<file path="src/rtl/alu_seq_pkg.sv">
// Shared constants for the ALU op sequencer: opcodes, FSM state encodings
// and bit positions within the {N,Z,V,C} flag nibble.
package alu_seq_pkg;

    localparam logic [2:0] OP_ADD = 3'b000;
    localparam logic [2:0] OP_AND = 3'b001;
    localparam logic [2:0] OP_OR  = 3'b010;
    localparam logic [2:0] OP_XOR = 3'b011;
    localparam logic [2:0] OP_NOR = 3'b100;
    localparam logic [2:0] OP_SHL = 3'b101;
    localparam logic [2:0] OP_SHR = 3'b110;
    localparam logic [2:0] OP_RSV = 3'b111;

    localparam logic [1:0] ST_IDLE = 2'd0;
    localparam logic [1:0] ST_LO   = 2'd1;
    localparam logic [1:0] ST_HI   = 2'd2;
    localparam logic [1:0] ST_DONE = 2'd3;

    localparam int unsigned FLAG_N = 3;
    localparam int unsigned FLAG_Z = 2;
    localparam int unsigned FLAG_V = 1;
    localparam int unsigned FLAG_C = 0;

    // Shifts only ever operate on the low word.
    function automatic logic is_shift(input logic [2:0] op);
        return (op == OP_SHL) || (op == OP_SHR);
    endfunction

endpackage

</file>
<file path="src/rtl/alu_seq_sticky.sv">
// Sticky {V,C} accumulator. Each response handshake ORs in its flags; a clear
// coinciding with a handshake leaves only the new flags.
module alu_seq_sticky (
    input  logic       clk,
    input  logic       rst_n,
    input  logic       hs_i,
    input  logic [1:0] vc_i,
    input  logic       clr_i,
    output logic [1:0] sticky_vc_o
);

    logic [1:0] sticky_q, sticky_d;

    // Next sticky value: handshake has priority over clear.
    always_comb begin
        sticky_d = sticky_q;
        if (hs_i && clr_i) begin
            sticky_d = vc_i;
        end else if (hs_i) begin
            sticky_d = sticky_q | vc_i;
        end else if (clr_i) begin
            sticky_d = '0;
        end
    end

    // Sticky register.
    always_ff @(posedge clk or negedge rst_n) begin
        if (!rst_n) begin
            sticky_q <= '0;
        end else begin
            sticky_q <= sticky_d;
        end
    end

    assign sticky_vc_o = sticky_q;

endmodule

</file>
<file path="src/rtl/alu_op_sequencer.sv">
// Sequences one request through an external combinational ALU in one pass
// (narrow) or two passes low/high word (wide), then holds the response.
// Optional feature macro: ALU_SEQ_STICKY_FLAGS_EN adds sticky {V,C} flags.
module alu_op_sequencer
    import alu_seq_pkg::*;
#(
    parameter int DATA_W = 32
) (
    input  logic                clk,
    input  logic                rst_n,
    input  logic                req_valid,
    output logic                req_ready,
    input  logic [2:0]          req_op,
    input  logic [2*DATA_W-1:0] req_a,
    input  logic [2*DATA_W-1:0] req_b,
    input  logic                req_cin,
    input  logic                req_wide,
    output logic [DATA_W-1:0]   alu_a,
    output logic [DATA_W-1:0]   alu_b,
    output logic [3:0]          alu_sel,
    output logic                alu_cin,
    input  logic [DATA_W-1:0]   alu_out,
    input  logic                alu_n,
    input  logic                alu_z,
    input  logic                alu_v,
    input  logic                alu_c,
    output logic                rsp_valid,
    input  logic                rsp_ready,
    output logic [2*DATA_W-1:0] rsp_data,
    output logic [3:0]          rsp_flags
`ifdef ALU_SEQ_STICKY_FLAGS_EN
    ,
    input  logic                sticky_clr,
    output logic [1:0]          sticky_vc
`endif
);

    logic [1:0]          state_q, state_d;
    logic [2:0]          op_q;
    logic [2*DATA_W-1:0] a_q, b_q;
    logic                cin_q;
    logic                wide_q;
    logic [DATA_W-1:0]   lo_q;
    logic                zlo_q;
    logic                chi_q;
    logic [2*DATA_W-1:0] rsp_data_q;
    logic [3:0]          rsp_flags_q;
    logic [3:0]          lo_flags, hi_flags;
    logic                accept;

    assign accept = (state_q == ST_IDLE) && req_valid;

    // Next-state logic: IDLE -> LO -> (HI) -> DONE -> IDLE.
    always_comb begin
        state_d = state_q;
        case (state_q)
            ST_IDLE: if (req_valid) state_d = ST_LO;
            ST_LO:   state_d = wide_q ? ST_HI : ST_DONE;
            ST_HI:   state_d = ST_DONE;
            ST_DONE: if (rsp_ready) state_d = ST_IDLE;
            default: state_d = ST_IDLE;
        endcase
    end

    // Flag nibbles for the low pass and the combined wide result.
    always_comb begin
        lo_flags         = '0;
        lo_flags[FLAG_N] = alu_n;
        lo_flags[FLAG_Z] = alu_z;
        lo_flags[FLAG_V] = alu_v;
        lo_flags[FLAG_C] = alu_c;
        hi_flags         = lo_flags;
        hi_flags[FLAG_Z] = alu_z & zlo_q;
    end

    // State, request capture and per-pass result registers.
    always_ff @(posedge clk or negedge rst_n) begin
        if (!rst_n) begin
            state_q     <= ST_IDLE;
            op_q        <= '0;
            a_q         <= '0;
            b_q         <= '0;
            cin_q       <= 1'b0;
            wide_q      <= 1'b0;
            lo_q        <= '0;
            zlo_q       <= 1'b0;
            chi_q       <= 1'b0;
            rsp_data_q  <= '0;
            rsp_flags_q <= '0;
        end else begin
            state_q <= state_d;
            if (accept) begin
                op_q   <= req_op;
                a_q    <= req_a;
                b_q    <= req_b;
                cin_q  <= req_cin;
                wide_q <= req_wide && !is_shift(req_op);
            end
            if (state_q == ST_LO) begin
                lo_q  <= alu_out;
                zlo_q <= alu_z;
                chi_q <= (op_q == OP_ADD) && alu_c;
                if (!wide_q) begin
                    rsp_data_q  <= {{DATA_W{1'b0}}, alu_out};
                    rsp_flags_q <= lo_flags;
                end
            end
            if (state_q == ST_HI) begin
                rsp_data_q  <= {alu_out, lo_q};
                rsp_flags_q <= hi_flags;
            end
        end
    end

    // ALU operand steering; idle/done cycles present all-zero to the ALU.
    always_comb begin
        alu_a   = '0;
        alu_b   = '0;
        alu_sel = '0;
        alu_cin = 1'b0;
        case (state_q)
            ST_LO: begin
                alu_a   = a_q[DATA_W-1:0];
                alu_b   = b_q[DATA_W-1:0];
                alu_sel = {1'b0, op_q};
                alu_cin = cin_q;
            end
            ST_HI: begin
                alu_a   = a_q[2*DATA_W-1:DATA_W];
                alu_b   = b_q[2*DATA_W-1:DATA_W];
                alu_sel = {1'b0, op_q};
                alu_cin = chi_q;
            end
            default: ;
        endcase
    end

    assign req_ready = (state_q == ST_IDLE);
    assign rsp_valid = (state_q == ST_DONE);
    assign rsp_data  = rsp_data_q;
    assign rsp_flags = rsp_flags_q;

`ifdef ALU_SEQ_STICKY_FLAGS_EN
    alu_seq_sticky u_sticky (
        .clk         (clk),
        .rst_n       (rst_n),
        .hs_i        (rsp_valid && rsp_ready),
        .vc_i        ({rsp_flags_q[FLAG_V], rsp_flags_q[FLAG_C]}),
        .clr_i       (sticky_clr),
        .sticky_vc_o (sticky_vc)
    );
`endif

endmodule

</file>
<file path="config.mk">
export PLATFORM = sky130hd
export DESIGN_NAME = alu_op_sequencer
export DESIGN_NICKNAME = d
export VERILOG_FILES = /design/src/rtl/alu_seq_pkg.sv /design/src/rtl/alu_seq_sticky.sv /design/src/rtl/alu_op_sequencer.sv
export SDC_FILE = /design/constraint.sdc
export NUM_CORES = 1
export LEC_CHECK = 0
export BUFFER_PORTS_ARGS = -buffer_cell sky130_fd_sc_hd__clkbuf_2
export CORE_UTILIZATION = 50
export DETAILED_ROUTE_END_ITERATION = 10
export PLACE_DENSITY_LB_ADDON = 0.25
export SYNTH_ARGS = -nofsm -noshare
export SYNTH_HDL_FRONTEND = slang
export SYNTH_SLANG_ARGS = --single-unit
</file>
<file path="constraint.sdc">
create_clock -name clk -period 2.7 [get_ports clk]
set_clock_uncertainty 0.15 [all_clocks]
set_input_delay 0.675 -clock clk [delete_from_list [all_inputs] [get_ports clk]]
set_output_delay 0.675 -clock clk [all_outputs]
set_load 0.02 [all_outputs]
</file>
==> impl_results.md <==
* Int Power at 13.4 mW
* Global Route met3 Usage at 7.83%
* TritonCTS Buffers at 26
* Max Cap Viol at 0
* WHS Endpoint: b_q[44]
* Fmax at 0.361 GHz
* Worst-path clk slew at 0.06 ns
* Total chip power at 21.0 mW
* Fin cells at 1407
* Avg Cell Area, Syn at 13.9 sq um
* Grt ovf at 0
* Setup_tns at -1.24 ns
* Mapped cell area at 10800 sq um
* Switching pwr at 7.59 mW
* Kind of critical path: register to output port
* Hold depth at 2
* Switching share of total power at 36.1%
* ANT nets after route at 0
* Most frequent cells in the layout: clkbuf_2, dfrtp_1, mux2_2
* Vias at 7390
* Final Cell Area at 14500 sq um
* Commonest non-fill, non-tap cell in the layout: clkbuf_2
* Worst Setup Start Kind: register
* Outcome: finished with violations
* Tightest Hold Check Type: primary input to register
* Placed insts at 1335
* Wirelength per Cell at 19.0 um
* # clock sinks at 237
* Synthesis-to-finish area growth at 34.1%
* Tmin final at 2.77 ns
* Crit path capture type: output port
* Total number of H-tree levels at 1
* Synth top area share at 54.8%
* Tot GR Track Use at 23.4%
* Combinational share of power at 52.7%
* Synth Net Count at 959
* First-pass GRT wire length at 40700 um
* Crit path launch: state_q[0]
* Diode count at 0
* Drt pass-1 iters at 4
* Clock power frac at 17.1%
* #FFs+latches synth at 237
* Worst EP required at 1.88 ns
* Unrepaired setup endpoints after global routing: yes
* Largest net degree at the start of global routing at 61
* Failing checks: negative setup slack
* CTS root buf: clkbuf_16
* DRC viols at 0
* Worst Path Max Fanout at 6
* Die footprint at 22200 sq um
* Core box area at 21200 sq um
* IO Pins at 312
* Post-DR vias/cell at 5.25
* Cells along the critical path: inv_4 -> ha_4 -> buf_8 -> buf_12 -> a22oi_1 -> nor2b_1 -> clkbuf_4
* Seq pwr share at 30.2%
* Post-route setup slack at -0.0709 ns
* Die height at 149 um
* Worst reg2reg path endpoint: rsp_data[13]
* Detailed Place HPWL at 16900 um
* Initial core utilization at 51.2%
* Chip Width at 149 um
* Fin. max-slew vios at 0
* Clock latency on the worst-skew pair at 0.52 ns
* Count of cell types in the netlist at 26
* CTS tree: done
* Slowest stage delay, CP at 0.44 ns
* Period utilization at 103%
* CTS Buffer Depth at 3
* DP Area at 12800 sq um
* Grt met2 use at 38.2%
* Final nets at 1291
* Worst-case reg-to-reg path depth at 7
* Pwr Density at 1450 nW/um^2
* Synthesized instance count at 781
* Iter 0 DRT Violations at 321
* Vias in the first global route at 7619
* Met1 GRT Util at 29.4%
* Total Routed Length at 26800 um
* Ys Warns at 0
* RD Place Congestion at 0.779
* Slowest-stage cell, CP: dfrtp_2
* PortBufs at 310
* Sequential Area at 5930 sq um
* Share of cells above drive strength 1 at 60.8%
* Worst Path Arrival at 1.95 ns
* Worst IR Drop VDD at 0.947 mV
* Post-layout util at 68.6%
* Seq/Total Area, Yosys at 54.8%
* Buffer and inverter count on the worst path at 4
* Hold_sp: req_b[44]
* Flop2flop setup slack at 0.35 ns
* Multi-input gate area at 4690 sq um
* Leakage at 7.03 nW
* Synth area leader: dfrtp_1
* Final number of setup-violating endpoints at 43
* Standard-cell rows at 53
* Final hold violation count at 0
* Ranking of synthesized cells by area: dfrtp_1, mux2_2, mux2_4
* R2r startpoint: state_q[1]
* Critical path's top delay family: buffers and inverters
* Initial antenna violation count at 0
* Most Crowded Layer GR: met2
* FILL cells at 1511
-- through the flow --
step | setup slack (ns) | hold slack, ns
2_1_floorplan | 0.246 | 0.229
3_3_place_gp | 0.282 | 0.333
3_5_place_dp | 0.244 | 0.341
4_1_cts | -0.0800 | 0.213
5_1_grt | -0.138 | 0.212
6_report | -0.0709 | 0.232
-- power by group through the flow --
stage / Clock, mW / Sequential (mW) / Combinational (mW)
3_3_place_gp: 0 / 6.24 / 9.30
2_1_floorplan: 0 / 6.52 / 6.47
3_5_place_dp: 0 / 6.29 / 9.47
4_1_cts: 3.67 / 6.27 / 10.7
5_1_grt: 3.82 / 6.55 / 11.8
6_report: 3.60 / 6.35 / 11.1
-- final cells by class --
cell class / count / area share, %
Clock inverter: 9 / 0.690
Timing Repair Buffer: 358 / 17.4
Clock buffer: 38 / 5.35
Multi-Input combinational cell: 452 / 32.3
Sequential cell: 237 / 40.9
Tap cell: 275 / 2.37
Inverter: 38 / 1.02
-- Yosys cell counts --
master    count
mux2_1        1
and2_1        3
inv_1        38
mux2_4       69
o21ai_2       1
o31ai_1       2
nand2_1      32
nor4b_1       1
clkbuf_1     14
buf_6        11
nand3_1       1
conb_1        1
nand2_2       1
a22oi_1      65
mux2i_1      33
mux2_2      164
dfrtp_1     237
buf_2        25
buf_4         4
xor2_1        1
nor2_1        1
ha_1          5
o21ai_0       1
a21oi_1       1
a21o_1        2
nor2b_1      67
-- flip-flops by register name, summed over array words and instances (netlist names) --
signal and flops:
zlo_q 1, rsp_data 64, state_q 2, a_q 64, b_q 64, rsp_flags 4, lo_q 32, cin_q 1
op_q 3, wide_q 1, chi_q 1
-- what timing repair did --
action / CTS / global route
pin swaps: 1 / 3
hold buffers: 1 / 0
gates cloned: 4 / 7
endpoints found under the setup margin: 68 / 68
buffers inserted: 12 / 5
hold endpoints to repair: 43 / 0
resized for setup: 93 / 97
-- routing by layer --
| metal | wire length, um | share of wire, % | vias up |
|---|---|---|---|
| met4 | 875 | 3.3 | 0 |
| li1 | - | - | 3379 |
| met3 | 2260 | 8.4 | 65 |
| met1 | 11000 | 41 | 3677 |
| met2 | 12700 | 47 | 269 |
| met5 | 0 | 0 | - |
-- cells by family after synthesis --
family / Yosys count / share of synthesized area (%)
simple gates: 106 / 5.38
compound gates: 72 / 4.96
xor+xnor: 1 / 0.0809
flops: 237 / 54.8
mux: 267 / 29.8
buf+inv: 92 / 4.38
other cells: 1 / 0.0346
fa+ha+maj: 5 / 0.578
-- worst reg2reg max path, cell delays in order (launching register included) --
cell and delay (ns):
dfrtp_2 0.45, ha_4 0.19, buf_8 0.15, clkbuf_16 0.18
buf_4 0.15, o21ai_4 0.31, buf_12 0.26, mux2_2 0.39
-- worst max-delay path by stage --
stage | end | slack, ns | cells past startpoint
after detailed placement | alu_a[24] | 0.24 | 6
after global placement | alu_a[24] | 0.28 | 6
after global routing | alu_b[21] | -0.14 | 7
final | alu_b[21] | -0.07 | 7
after floorplan | alu_a[10] | 0.25 | 5
after CTS | alu_b[20] | -0.08 | 6
No activity file was read; power rests on OpenSTA's default activity.
